[src/rtl/pipe_stage_reg.sv]
// Generic pipeline stage register: one packed payload bus with a valid/ready
// handshake, flush/stall control taken from shared control vectors, an
// optional two-entry skid buffer and a saturating stall-cycle counter.
module pipe_stage_reg #(
    parameter int                DATA_W     = 64,
    parameter int                CTRL_IDX   = 0,
    parameter bit                SKID       = 1'b1,
    parameter logic [DATA_W-1:0] RESET_DATA = {DATA_W{1'b0}},
    parameter int                CNT_W      = 32
) (
    input  logic              clk,
    input  logic              rst,
    input  logic [5:0]        flush_valid_i,
    input  logic [5:0]        stall_valid_i,
    input  logic              in_valid_i,
    output logic              in_ready_o,
    input  logic [DATA_W-1:0] in_data_i,
    output logic              out_valid_o,
    input  logic              out_ready_i,
    output logic [DATA_W-1:0] out_data_o,
    output logic [CNT_W-1:0]  stall_cnt_o
);

    // Occupancy: EMPTY (nothing held), HALF (main only), FULL (main + skid).
    typedef enum logic [1:0] {
        ST_EMPTY = 2'd0,
        ST_HALF  = 2'd1,
        ST_FULL  = 2'd2
    } state_t;

    state_t            st, st_nxt;
    logic              flush, stall;
    logic              main_v, skid_v;
    logic              in_fire, out_fire, rdy;
    logic [DATA_W-1:0] main_d, main_d_nxt;
    logic [DATA_W-1:0] skid_d, skid_d_nxt;

    // Only one bit of each control vector belongs to this stage.
    logic unused_ctrl;
    assign unused_ctrl = ^{flush_valid_i, stall_valid_i};

    assign flush = flush_valid_i[CTRL_IDX];
    assign stall = stall_valid_i[CTRL_IDX];

    // Counter increment that sticks at all-ones instead of wrapping.
    function automatic logic [CNT_W-1:0] sat_inc(input logic [CNT_W-1:0] v);
        return (&v) ? v : v + CNT_W'(1);
    endfunction

    // Occupancy state register.
    always_ff @(posedge clk or posedge rst) begin
        if (rst) st <= ST_EMPTY;
        else     st <= st_nxt;
    end

    // Next occupancy: flush empties, stall freezes, otherwise follow the handshakes.
    always_comb begin
        st_nxt = st;
        if (flush) begin
            st_nxt = ST_EMPTY;
        end else if (!stall) begin
            case (st)
                ST_EMPTY: if (in_fire) st_nxt = ST_HALF;
                ST_HALF: begin
                    if (in_fire && !out_fire && SKID) st_nxt = ST_FULL;
                    else if (!in_fire && out_fire)    st_nxt = ST_EMPTY;
                end
                ST_FULL:  if (out_fire) st_nxt = ST_HALF;
                default:  st_nxt = ST_EMPTY;
            endcase
        end
    end

    // Handshake outputs; with a skid buffer in_ready depends only on state and control.
    always_comb begin
        main_v = (st != ST_EMPTY);
        skid_v = (st == ST_FULL);
        if (SKID) rdy = (~skid_v & ~stall) | flush;
        else      rdy = ((~main_v | out_ready_i) & ~stall) | flush;
        in_ready_o  = rdy & ~rst;
        in_fire     = in_valid_i & in_ready_o;
        out_fire    = main_v & out_ready_i & ~stall & ~flush;
        out_valid_o = main_v;
        out_data_o  = main_d;
    end

    // Payload steering: new beats land in main, or in skid when main cannot drain.
    always_comb begin
        main_d_nxt = main_d;
        skid_d_nxt = skid_d;
        if (flush) begin
            main_d_nxt = RESET_DATA;
        end else if (!stall) begin
            case (st)
                ST_EMPTY: if (in_fire) main_d_nxt = in_data_i;
                ST_HALF: begin
                    if (in_fire && (out_fire || !SKID)) main_d_nxt = in_data_i;
                    else if (in_fire)                   skid_d_nxt = in_data_i;
                end
                ST_FULL:  if (out_fire) main_d_nxt = skid_d;
                default:  main_d_nxt = main_d;
            endcase
        end
    end

    // Payload registers.
    always_ff @(posedge clk or posedge rst) begin
        if (rst) begin
            main_d <= RESET_DATA;
            skid_d <= RESET_DATA;
        end else begin
            main_d <= main_d_nxt;
            skid_d <= skid_d_nxt;
        end
    end

    // Stall-cycle counter: counts stalled cycles while a beat is held.
    always_ff @(posedge clk or posedge rst) begin
        if (rst)                          stall_cnt_o <= '0;
        else if (stall && main_v && !flush) stall_cnt_o <= sat_inc(stall_cnt_o);
    end

endmodule

[config.mk]
export PLATFORM = sky130hd
export DESIGN_NAME = pipe_stage_reg
export DESIGN_NICKNAME = d
export VERILOG_FILES = /design/src/rtl/pipe_stage_reg.sv
export SDC_FILE = /design/constraint.sdc
export NUM_CORES = 1
export LEC_CHECK = 0
export ABC_AREA = 1
export CAP_MARGIN = 10
export CORE_MARGIN = 5
export CORE_UTILIZATION = 65
export DETAILED_ROUTE_END_ITERATION = 7
export DONT_BUFFER_PORTS = 1
export PLACE_DENSITY = 0.88
export SLEW_MARGIN = 10
export SYNTH_ARGS = -nofsm -noshare
export SYNTH_HDL_FRONTEND = slang
export SYNTH_SLANG_ARGS = --single-unit
[constraint.sdc]
create_clock -name clk -period 14.1 [get_ports clk]
set_clock_uncertainty 0.15 [all_clocks]
set_input_delay 2.82 -clock clk [delete_from_list [all_inputs] [get_ports clk]]
set_output_delay 2.82 -clock clk [all_outputs]
set_load 0.01 [all_outputs]
; Word-level counts from Yosys, hierarchy flattened
; Index checks and enable logic that the tools add are counted.
[totals]
register_bits = 162
in_bits = 80
word_cells = 54
[classes]
addsub = 1
eq_ne = 7
mux = 13
bitwise = 13
n_reduce_logical = 16
[ops]
columns = operator, count
row1 = 2-to-1 mux 64 bit, 5
row2 = case mux 64 bit (3 select lines), 1
row3 = "adder 32 x 1 -> 32 bit, second input constant", 1
row4 = AND reduction 32 bit, 1
row5 = 2-to-1 mux 2 bit, 6
row6 = AND reduction 5 bit, 2
row7 = AND 1 bit, 6
row8 = "!= test 3 bit, second input constant", 2
row9 = NOT 1 bit, 6
row10 = case mux 2 bit (3 select lines), 1
row11 = logical AND 1 bit, 5
row12 = "!= test 4 bit, second input constant", 1
row13 = AND reduction 4 bit, 1
row14 = nonzero test 4 bit, 1
row15 = logical NOT 1 bit, 3
row16 = "!= test 3 x 2 -> 1 bit, second input constant", 1
row17 = "equality test 2 x 1 -> 1 bit, second input constant", 1
row18 = "equality test 2 bit, second input constant", 1
row19 = logical NOT 2 bit, 1
row20 = "!= test 2 bit, second input constant", 1
row21 = AND reduction 2 bit, 1
row22 = nonzero test 2 bit, 1
row23 = OR 1 bit, 1

; Depth between registers and ports, before layout
; Gate-level depths: netlist of the first run.
[depth]
ltp_word = 13
depth_mapped = 11
ltp_nobuf = 10

; Worst setup path after synthesis of the first run
; OpenSTA, ideal clock, no wires.
[synth_path]
path_type = input -> output
startpoint = input port rst
endpoint = output port in_ready_o
arrival_ns = 6.751
slack_ns = 4.379
stages = 3
path_buffers = 0
path_cell_list = inv_1 nand2_1 nor2_2
[synth_between]
elab_chain_cells = 2
[synth_rtl]
columns = item, line_no
row1 = "start, declared", 12  ; input logic rst,
row2 = NOT 1 bit, 80  ; in_ready_o = rdy & ~rst;
row3 = AND 1 bit, 80
row4 = "end, declared", 16  ; output logic in_ready_o,
; Every way passes these cells.

; Worst setup path after layout of the first run
; Same ends and word-level chain as after synthesis.

==> impl_metrics.tcl, run 1 <==
set metrics [dict create \
    syn-num-nets 1132 \
    synth_edf_count 0 \
    stdcell_area_um2 8660 \
    yosysTopAreaCell "dfrtp_1" \
    syn_avg_cell_area_um2 7.86 \
    clkSinkCount 162 \
    cts_made_buffers 17 \
    grt_usage_pct 26.3 \
    grt_overflow 0 \
    drt-total-wl_um 19100 \
    synth_area_um2 8260 \
    synth_common_cells "nand2_1 (363), dfrtp_1 (162), nor2_1 (114)" \
    syn2layout_area_growth_pct 4.80 \
    min_path_type "flop to flop" \
    netlist_instances 1051 \
    dp_cells 1168 \
    initial_core_util_pct 66.0 \
    place_ws_ns 7.19 \
    rsz0062_at_grt "false" \
    end_kind "output pin" \
    htree_levels 4 \
    seq_power_share_pct 50.6 \
    clockRootBuffer "clkbuf_16" \
    grt_max_degree 103 \
    clockBufferDepth 2 \
    synth.most_common_cell "nand2_1" \
    dieArea_um2 15100 \
    clk_latency_ns 0.42 \
    crit_type "input pin to output pin" \
    dr.pass1.iters 5 \
    crit_path_max_fanout 102 \
    synth_seq_area_share_pct 49.1 \
    core_region_area_um2 12500 \
    io_buffers 0 \
    postCtsHoldBufs 0 \
    viasPerCell 5.57 \
    fin_ws_ns 7.28 \
    ys_top_cells_by_area "dfrtp_1 (49%), nand2_1 (16%), a211oi_1 (5.8%)" \
    final_core_util_pct 69.2 \
    grt_pass1_wl_um 31200 \
    leakage_nw 4.44 \
    fin_crit_sh_pct 48.4 \
    ys_ff_latch 162 \
    synth_top_area_share_pct 49.1 \
    fmax_ghz 0.147 \
    ctsResizeCount 0 \
    routabilityCongestion 0.937 \
    vdd_ir_drop_max_mv 0.101 \
    crit_required_ns 11.13 \
    drv_cap 0 \
    postCtsSetupBuffers 0 \
    slew_headroom_pct 40.3 \
    dp_hpwl_um 12500 \
    layout-drive-gt1-share_pct 4.96 \
    antenna_left 0 \
    drc_errors 0 \
    vias 6685 \
    period_needed_ns 6.82 \
    die_h_um 123 \
    hold_viol 0 \
    synth-main-ff-cell "dfrtp_1" \
    dpl-instance-area_um2 8090 \
    finalNonFillerCells 1200 \
    swShare_pct 34.7 \
    cts_tree "built" \
    finalSetupTns_ns 0 \
    maxSlewViolCount 0 \
    drtIter0Drc 585 \
    internal_power_uw 972 \
    power_density_nw_per_um2 172 \
    tightest_slew_ns 0.896 \
    cts.clk_slew.worst_paths_ns 0.06 \
    yosys_warnings 0 \
    finalSetupViolations 0 \
    synth.distinct_cells 29 \
    antenna_cells 0 \
    wl_per_cell_um 15.9 \
    holdWs_ns 0.335 \
    antenna_found_initial 0 \
    cp.arrival_ns 3.85 \
    start_kind "input pin" \
    dieWidth_um 123 \
    synth-async-reset-ratio_pct 100 \
    final_nets 1096 \
    power.total_mw 1.49 \
    netSwitchingPower_uw 518 \
    status "finished clean" \
    comb_power_share_pct 19.6 \
    grt_pass1_vias 6297 \
    ios 178 \
    clkPwrFrac_pct 29.8 \
    row_count 41 \
]
-- layout by cell type (no fill, tap or decap) --
master,count
xor2_1,9
xnor2_1,8
nand2_4,2
a21oi_4,1
o21ai_0,69
nand3b_1,11
a211oi_1,64
clkbuf_16,17
nand2_1,362
clkinvlp_4,3
nor3_1,3
nor2_4,2
clkbuf_1,3
nand2_2,3
nand4_1,3
inv_2,2
buf_4,6
nor2_1,114
nor2_2,3
inv_6,2
inv_1,85
a21oi_1,3
or2_0,1
ha_1,1
nand4_4,1
clkinv_2,3
dfrtp_1,162
bufinv_16,1
nand3_1,79
clkbuf_8,4
o21ai_4,1
-- registers in the layout (all words and copies together), names as in the netlist --
name	cells
out_data_o	64
skid_d	64
st	2
stall_cnt_o	32
-- cell families after synthesis --
kind of cell	after synthesis	share of synthesized area, %
DFF	162	49.1
AOI/OAI and AO/OA	138	10.4
xor gates and xnor gates	17	1.80
buffers and inverters	149	9.66
and+or+nand+nor	584	28.9
adders and majority gates	1	0.151
-- power by group through the flow --
stage          Sequential (mW)  Combinational, mW  Clock (mW)
2_1_floorplan            0.727              0.278           0
3_3_place_gp             0.754              0.280           0
3_5_place_dp             0.760              0.296           0
4_1_cts                  0.755              0.295       0.449
5_1_grt                  0.772              0.341       0.473
6_report                 0.754              0.292       0.444
-- area by class of cell --
class / count / area [um^2]
Clock buffer: 24 / 492
Multi-Input combinational cell: 740 / 3440
Timing Repair Buffer: 6 / 45.0
Clock inverter: 8 / 76.3
Sequential cell: 162 / 4050
Fill cell: 1021 / 3860
Tap cell: 172 / 215
Inverter: 88 / 335
-- worst max-delay path, cell delays in order --
cell	delay, ns
inv_6	0.58
nand2_1	0.14
nor2_2	0.30
-- final timing paths --
| kind | end | cells after the start | startpoint | slack [ns] |
|---|---|---|---|---|
| worst min-delay path | skid_d[20]$_DFFE_PP0P_ | 2 | skid_d[20]$_DFFE_PP0P_ | 0.34 |
| max in group asynchronous | out_data_o[41]$_DFFE_PP0P_ | 2 | rst | 10.17 |
| min in group asynchronous | out_data_o[57]$_DFFE_PP0P_ | 1 | rst | 2.28 |
| worst max-delay path | in_ready_o | 3 | rst | 7.28 |
| worst min register to register | skid_d[20]$_DFFE_PP0P_ | 2 | skid_d[20]$_DFFE_PP0P_ | 0.34 |
| worst max register to register | skid_d[4]$_DFFE_PP0P_ | 6 | st[1]$_DFFE_PP0P_ | 10.97 |
-- metal layers --
metal	share of wire [%]	track usage (%)
met3	9.4	8.85
met2	47	40.4
met1	42	35.1
met5	0	0
met4	1.7	9.24
Power figures use the tool's default switching activity.
==> inputs of run 2 (changes only) <==
--- a/config.mk
+++ b/config.mk
@@ -8,10 +8,10 @@
 export ABC_AREA = 1
 export CAP_MARGIN = 10
 export CORE_MARGIN = 5
-export CORE_UTILIZATION = 65
+export CORE_UTILIZATION = 58
 export DETAILED_ROUTE_END_ITERATION = 7
 export DONT_BUFFER_PORTS = 1
-export PLACE_DENSITY = 0.88
+export PLACE_DENSITY = 0.83
 export SLEW_MARGIN = 10
 export SYNTH_ARGS = -nofsm -noshare
 export SYNTH_HDL_FRONTEND = slang
==> constraint.sdc (replaced) <==
create_clock -name clk -period 5.8 [get_ports clk]
set_clock_uncertainty 0.15 [all_clocks]
set_input_delay 1.16 -clock clk [delete_from_list [all_inputs] [get_ports clk]]
set_output_delay 1.16 -clock clk [all_outputs]
set_load 0.01 [all_outputs]
==> impl_metrics.tcl, run 2 (same netlist as run 1, synthesis figures left out) <==
set metrics [dict create \
    status "finished clean" \
    clockRootBuffer "clkbuf_16" \
    postCtsHoldBufs 0 \
    r2r_cells 8 \
    tightest_slew_ns 1.07 \
    maxSlewViolCount 0 \
    whs_endpoint "skid_d[26]$_DFFE_PP0P_" \
    whs_path_depth 2 \
    crit_path_max_fanout 65 \
    dieArea_um2 16700 \
    grt_max_degree 85 \
    dr.pass1.iters 6 \
    rr_endpoint "skid_d[45]$_DFFE_PP0P_" \
    crit_chain "inv_1, nand2_4, nor2_1, nor2_2, nand4_4, buf_4, nand2_1, o21ai_0" \
    grt_usage_pct 24.0 \
    min_path_type "flop to flop" \
    antenna_cells 0 \
    grt_pass1_wl_um 32300 \
    routabilityCongestion 0.924 \
    seq_power_share_pct 49.2 \
    finalSetupViolations 0 \
    grt_overflow 0 \
    clkSinkCount 162 \
    drtIter0Drc 384 \
    final_cell_mix "nand2_1 (362), dfrtp_1 (162), nor2_1 (114)" \
    postCtsSetupBuffers 0 \
    die_h_um 129 \
    syn2layout_area_growth_pct 5.68 \
    final_nets 1097 \
    comb_power_share_pct 19.0 \
    dp_hpwl_um 12700 \
    finalNonFillerCells 1209 \
    drt-total-wl_um 19500 \
    netSwitchingPower_mw 1.29 \
    slowest_delay_ns 0.68 \
    leakage_nw 4.47 \
    cts_made_buffers 17 \
    finalSetupTns_ns 0 \
    drc_errors 0 \
    dieWidth_um 129 \
    ios 178 \
    final_common_cell "nand2_1" \
    cts_tree "built" \
    dp_cells 1177 \
    core_region_area_um2 13900 \
    crit_required_ns 5.93 \
    hold_viol 0 \
    fin_crit_sh_pct 53.8 \
    initial_core_util_pct 59.3 \
    start_kind "flop" \
    min_from "skid_d[26]$_DFFE_PP0P_" \
    layout-drive-gt1-share_pct 5.25 \
    antenna_left 0 \
    cp.arrival_ns 3.25 \
    crit_type "flop to flop" \
    reg2reg_slack_ns 2.68 \
    clockBufferDepth 2 \
    htree_levels 4 \
    period_needed_ns 3.12 \
    ctsResizeCount 0 \
    clk_latency_ns 0.42 \
    vdd_ir_drop_max_mv 0.299 \
    critPathLaunch "st[0]$_DFFE_PP0P_" \
    row_count 43 \
    viasPerCell 5.51 \
    cts.clk_slew.worst_paths_ns 0.06 \
    rsz0062_at_grt "false" \
    slew_headroom_pct 28.8 \
    r2r-start "st[0]$_DFFE_PP0P_" \
    vias 6657 \
    io_buffers 0 \
    fmax_ghz 0.321 \
    internal_power_mw 2.46 \
    swShare_pct 34.3 \
    drv_cap 0 \
    antenna_found_initial 0 \
    end_kind "flop" \
    critPathSlowestCell "nand4_4" \
    grt_pass1_vias 6338 \
    wl_per_cell_um 16.1 \
    clkPwrFrac_pct 31.8 \
    power_density_nw_per_um2 429 \
]
-- run 2: changes by cell type in the layout (fill, tap and decap cells not counted), sizes merged --
cell    change
buf         +1
bufinv      +3
clkbuf      -5
clkinv      +1
inv         +1
-- run 2: worst max path at each step --
stage	to	depth (start not counted)
6_report	skid_d[45]$_DFFE_PP0P_	8
3_3_place_gp	skid_d[51]$_DFFE_PP0P_	8
2_1_floorplan	in_ready_o	3
5_1_grt	skid_d[52]$_DFFE_PP0P_	8
3_5_place_dp	skid_d[40]$_DFFE_PP0P_	8
4_1_cts	skid_d[45]$_DFFE_PP0P_	8
-- run 2: layout make-up --
type,instances,area [um^2]
Clock buffer,19,443
Clock inverter,13,181
Fill cell,1240,5200
Inverter,88,334
Multi-Input combinational cell,740,3440
Sequential cell,162,4050
Tap cell,180,225
Timing Repair Buffer,7,52.6
-- run 2: per-stage QoR --
| step | area [um^2] | setup WS [ns] | hold slack, ns | util (%) | total power [mW] |
|---|---|---|---|---|---|
| 5_1_grt | 8730 | 2.38 | 0.351 | 62.7 | 3.98 |
| 4_1_cts | 8730 | 2.71 | 0.339 | 62.7 | 3.78 |
| 6_report | 8730 | 2.68 | 0.336 | 62.7 | 3.75 |
| 3_5_place_dp | 8110 | 2.40 | 0.323 | 58.2 | 2.57 |
| 2_1_floorplan | 8270 | 0.630 | 0.304 | - | 2.44 |
| 3_3_place_gp | 8110 | 2.45 | 0.316 | 58.2 | 2.52 |
-- run 2: routing by layer --
layer / routed length, um / track usage, % / vias up
met5: 0 / 0 / -
met4: 222 / 6.30 / 0
met3: 2020 / 9.89 / 17
met2: 9350 / 37.9 / 217
met1: 7920 / 31.0 / 3133
li1: - / - / 3290
-- run 2: power groups by stage --
stage,Combinational [mW],Sequential (mW),Clock (mW)
final,0.712,1.85,1.19
after global routing,0.833,1.89,1.26
after CTS,0.717,1.85,1.21
after detailed placement,0.715,1.86,0
after global placement,0.678,1.85,0
after floorplan,0.677,1.77,0
-- run 2: critical path: cells and delay by family (launching register included) --
kind	cells	cell delay [ns]
AO/OA/AOI/OAI	1	0.09
flip-flops	1	0.39
AND/OR/NAND/NOR	5	1.59
buffers and inverters	2	0.69
==> inputs of run 3 (changes only) <==
==> constraint.sdc (replaced) <==
create_clock -name clk -period 2.7 [get_ports clk]
set_clock_uncertainty 0.15 [all_clocks]
set_input_delay 0.54 -clock clk [delete_from_list [all_inputs] [get_ports clk]]
set_output_delay 0.54 -clock clk [all_outputs]
set_load 0.01 [all_outputs]
==> impl_metrics.tcl, run 3 (same netlist as run 1, synthesis figures left out) <==
set metrics [dict create \
    status "finished clean" \
    final_nets 1105 \
    syn2layout_area_growth_pct 7.77 \
    dp_hpwl_um 12800 \
    ios 178 \
    crit_type "flop to flop" \
    finalSetupViolations 0 \
    vias 6684 \
    drc_errors 0 \
    cts_made_buffers 17 \
    finalNonFillerCells 1217 \
    layout-drive-gt1-share_pct 5.98 \
    grt_pass1_wl_um 32300 \
    fill_cells 1208 \
    path_buf_inv 2 \
    viasPerCell 5.49 \
    min_path_type "input pin to async pin" \
    crit_path_max_fanout 21 \
    critPathMostFrequentCell "nand2_2" \
    vdd_ir_drop_max_mv 0.546 \
    dp_cells 1185 \
    reg2reg_slack_ns 0.47 \
    grt_pass1_vias 6398 \
    io_buffers 0 \
    drv_cap 0 \
    grt_usage_pct 24.2 \
    clockBufferDepth 2 \
    final_common_cell "nand2_1" \
    drt-total-wl_um 19500 \
    period_needed_ns 2.23 \
    tightest_slew_ns 0.907 \
    start_kind "flop" \
    r2r-start "stall_cnt_o[1]$_DFFE_PP0P_" \
    crit_family "simple AND/OR/NAND/NOR gates" \
    wl_per_cell_um 16.0 \
    row_count 43 \
    cp.arrival_ns 2.37 \
    core_region_area_um2 13900 \
    rr_endpoint "stall_cnt_o[15]$_DFFE_PP0P_" \
    rsz0062_at_grt "false" \
    hold_viol 0 \
    fin_crit_sh_pct 82.5 \
    end_kind "flop" \
    cts.clk_slew.worst_paths_ns 0.06 \
    final_cell_mix "nand2_1 (362), dfrtp_1 (162), nor2_1 (114)" \
    htree_levels 4 \
    fmax_ghz 0.449 \
    critPathSlowestCell "dfrtp_1" \
    dr.pass1.iters 5 \
    initial_core_util_pct 59.3 \
    drtIter0Drc 532 \
    slowest_delay_ns 0.45 \
    crit_chain "ha_1, inv_1, nor2_2, nand2_2, nor2_4, nand2_2, nand2_4, buf_4, o21ai_0" \
    clk_latency_ns 0.42 \
    routabilityCongestion 0.936 \
    dieWidth_um 129 \
    grt_overflow 0 \
    grt_max_degree 163 \
    fin_ws_ns 0.471 \
    antenna_found_initial 0 \
    crit_required_ns 2.84 \
    ctsResizeCount 0 \
    postCtsHoldBufs 0 \
    clkSinkCount 162 \
    r2r_cells 9 \
    postCtsSetupBuffers 0 \
    antenna_left 0 \
    clockRootBuffer "clkbuf_16" \
    dieArea_um2 16700 \
    cts_tree "built" \
    power_density_nw_per_um2 929 \
    slew_headroom_pct 39.5 \
    maxSlewViolCount 0 \
    place_ws_ns 0.463 \
    final_core_util_pct 63.9 \
    die_h_um 129 \
    leakage_nw 4.56 \
    antenna_cells 0 \
]
run 3: how the worst max path moves through the flow:
stage	from	end	slack, ns	cells past startpoint
2_1_floorplan	rst	skid_d[10]$_DFFE_PP0P_	-1.28	8
3_3_place_gp	stall_cnt_o[1]$_DFFE_PP0P_	stall_cnt_o[15]$_DFFE_PP0P_	0.51	9
3_5_place_dp	stall_cnt_o[1]$_DFFE_PP0P_	stall_cnt_o[15]$_DFFE_PP0P_	0.46	9
4_1_cts	stall_cnt_o[1]$_DFFE_PP0P_	stall_cnt_o[15]$_DFFE_PP0P_	0.45	9
5_1_grt	stall_cnt_o[1]$_DFFE_PP0P_	stall_cnt_o[6]$_DFFE_PP0P_	0.28	10
6_report	stall_cnt_o[1]$_DFFE_PP0P_	stall_cnt_o[15]$_DFFE_PP0P_	0.47	9
run 3: layout make-up:
type | count | area [um^2] | area share, %
Sequential cell | 162 | 4050 | 45.5
Multi-Input combinational cell | 740 | 3440 | 38.7
Clock buffer | 18 | 429 | 4.82
Inverter | 88 | 334 | 3.75
Clock inverter | 14 | 233 | 2.61
Tap cell | 180 | 225 | 2.53
Timing Repair Buffer | 15 | 188 | 2.11
run 3: where the power goes:
group | leakage, nW | internal, mW | total [mW] | switching, mW
Clock | 0.320 | 1.73 | 2.70 | 0.962
Combinational | 2.12 | 0.579 | 1.62 | 1.05
Sequential | 2.11 | 3.21 | 3.95 | 0.742
Total | 4.56 | 5.52 | 8.27 | 2.75
run 3: worst reg2reg max path: cells and delay by family, from the launching register on:
family | cells | cell delay [ns]
AO/OA/AOI/OAI | 1 | 0.14
adder cells (fa/ha/maj) | 1 | 0.22
buffers and inverters | 2 | 0.32
flip-flops | 1 | 0.45
AND/OR/NAND/NOR | 5 | 0.82
run 3: per-stage QoR:
stage	instance area, um^2	TNS (ns)	hold WS (ns)	total power [mW]
floorplan	8270	-93.80	0.304	5.25
global placement	8240	0	0.316	5.52
detailed placement	8240	0	0.324	5.62
CTS	8910	0	0.118	8.35
global route	8910	0	0.121	8.81
finish	8910	0	0.0795	8.27
run 3: layer usage:
layer	wire length, um	GRT usage (%)	vias to the layer above
li1	-	-	3317
met1	8040	32.0	3125
met2	9340	37.7	225
met3	1840	8.99	17
met4	249	6.92	0
met5	0	0	-
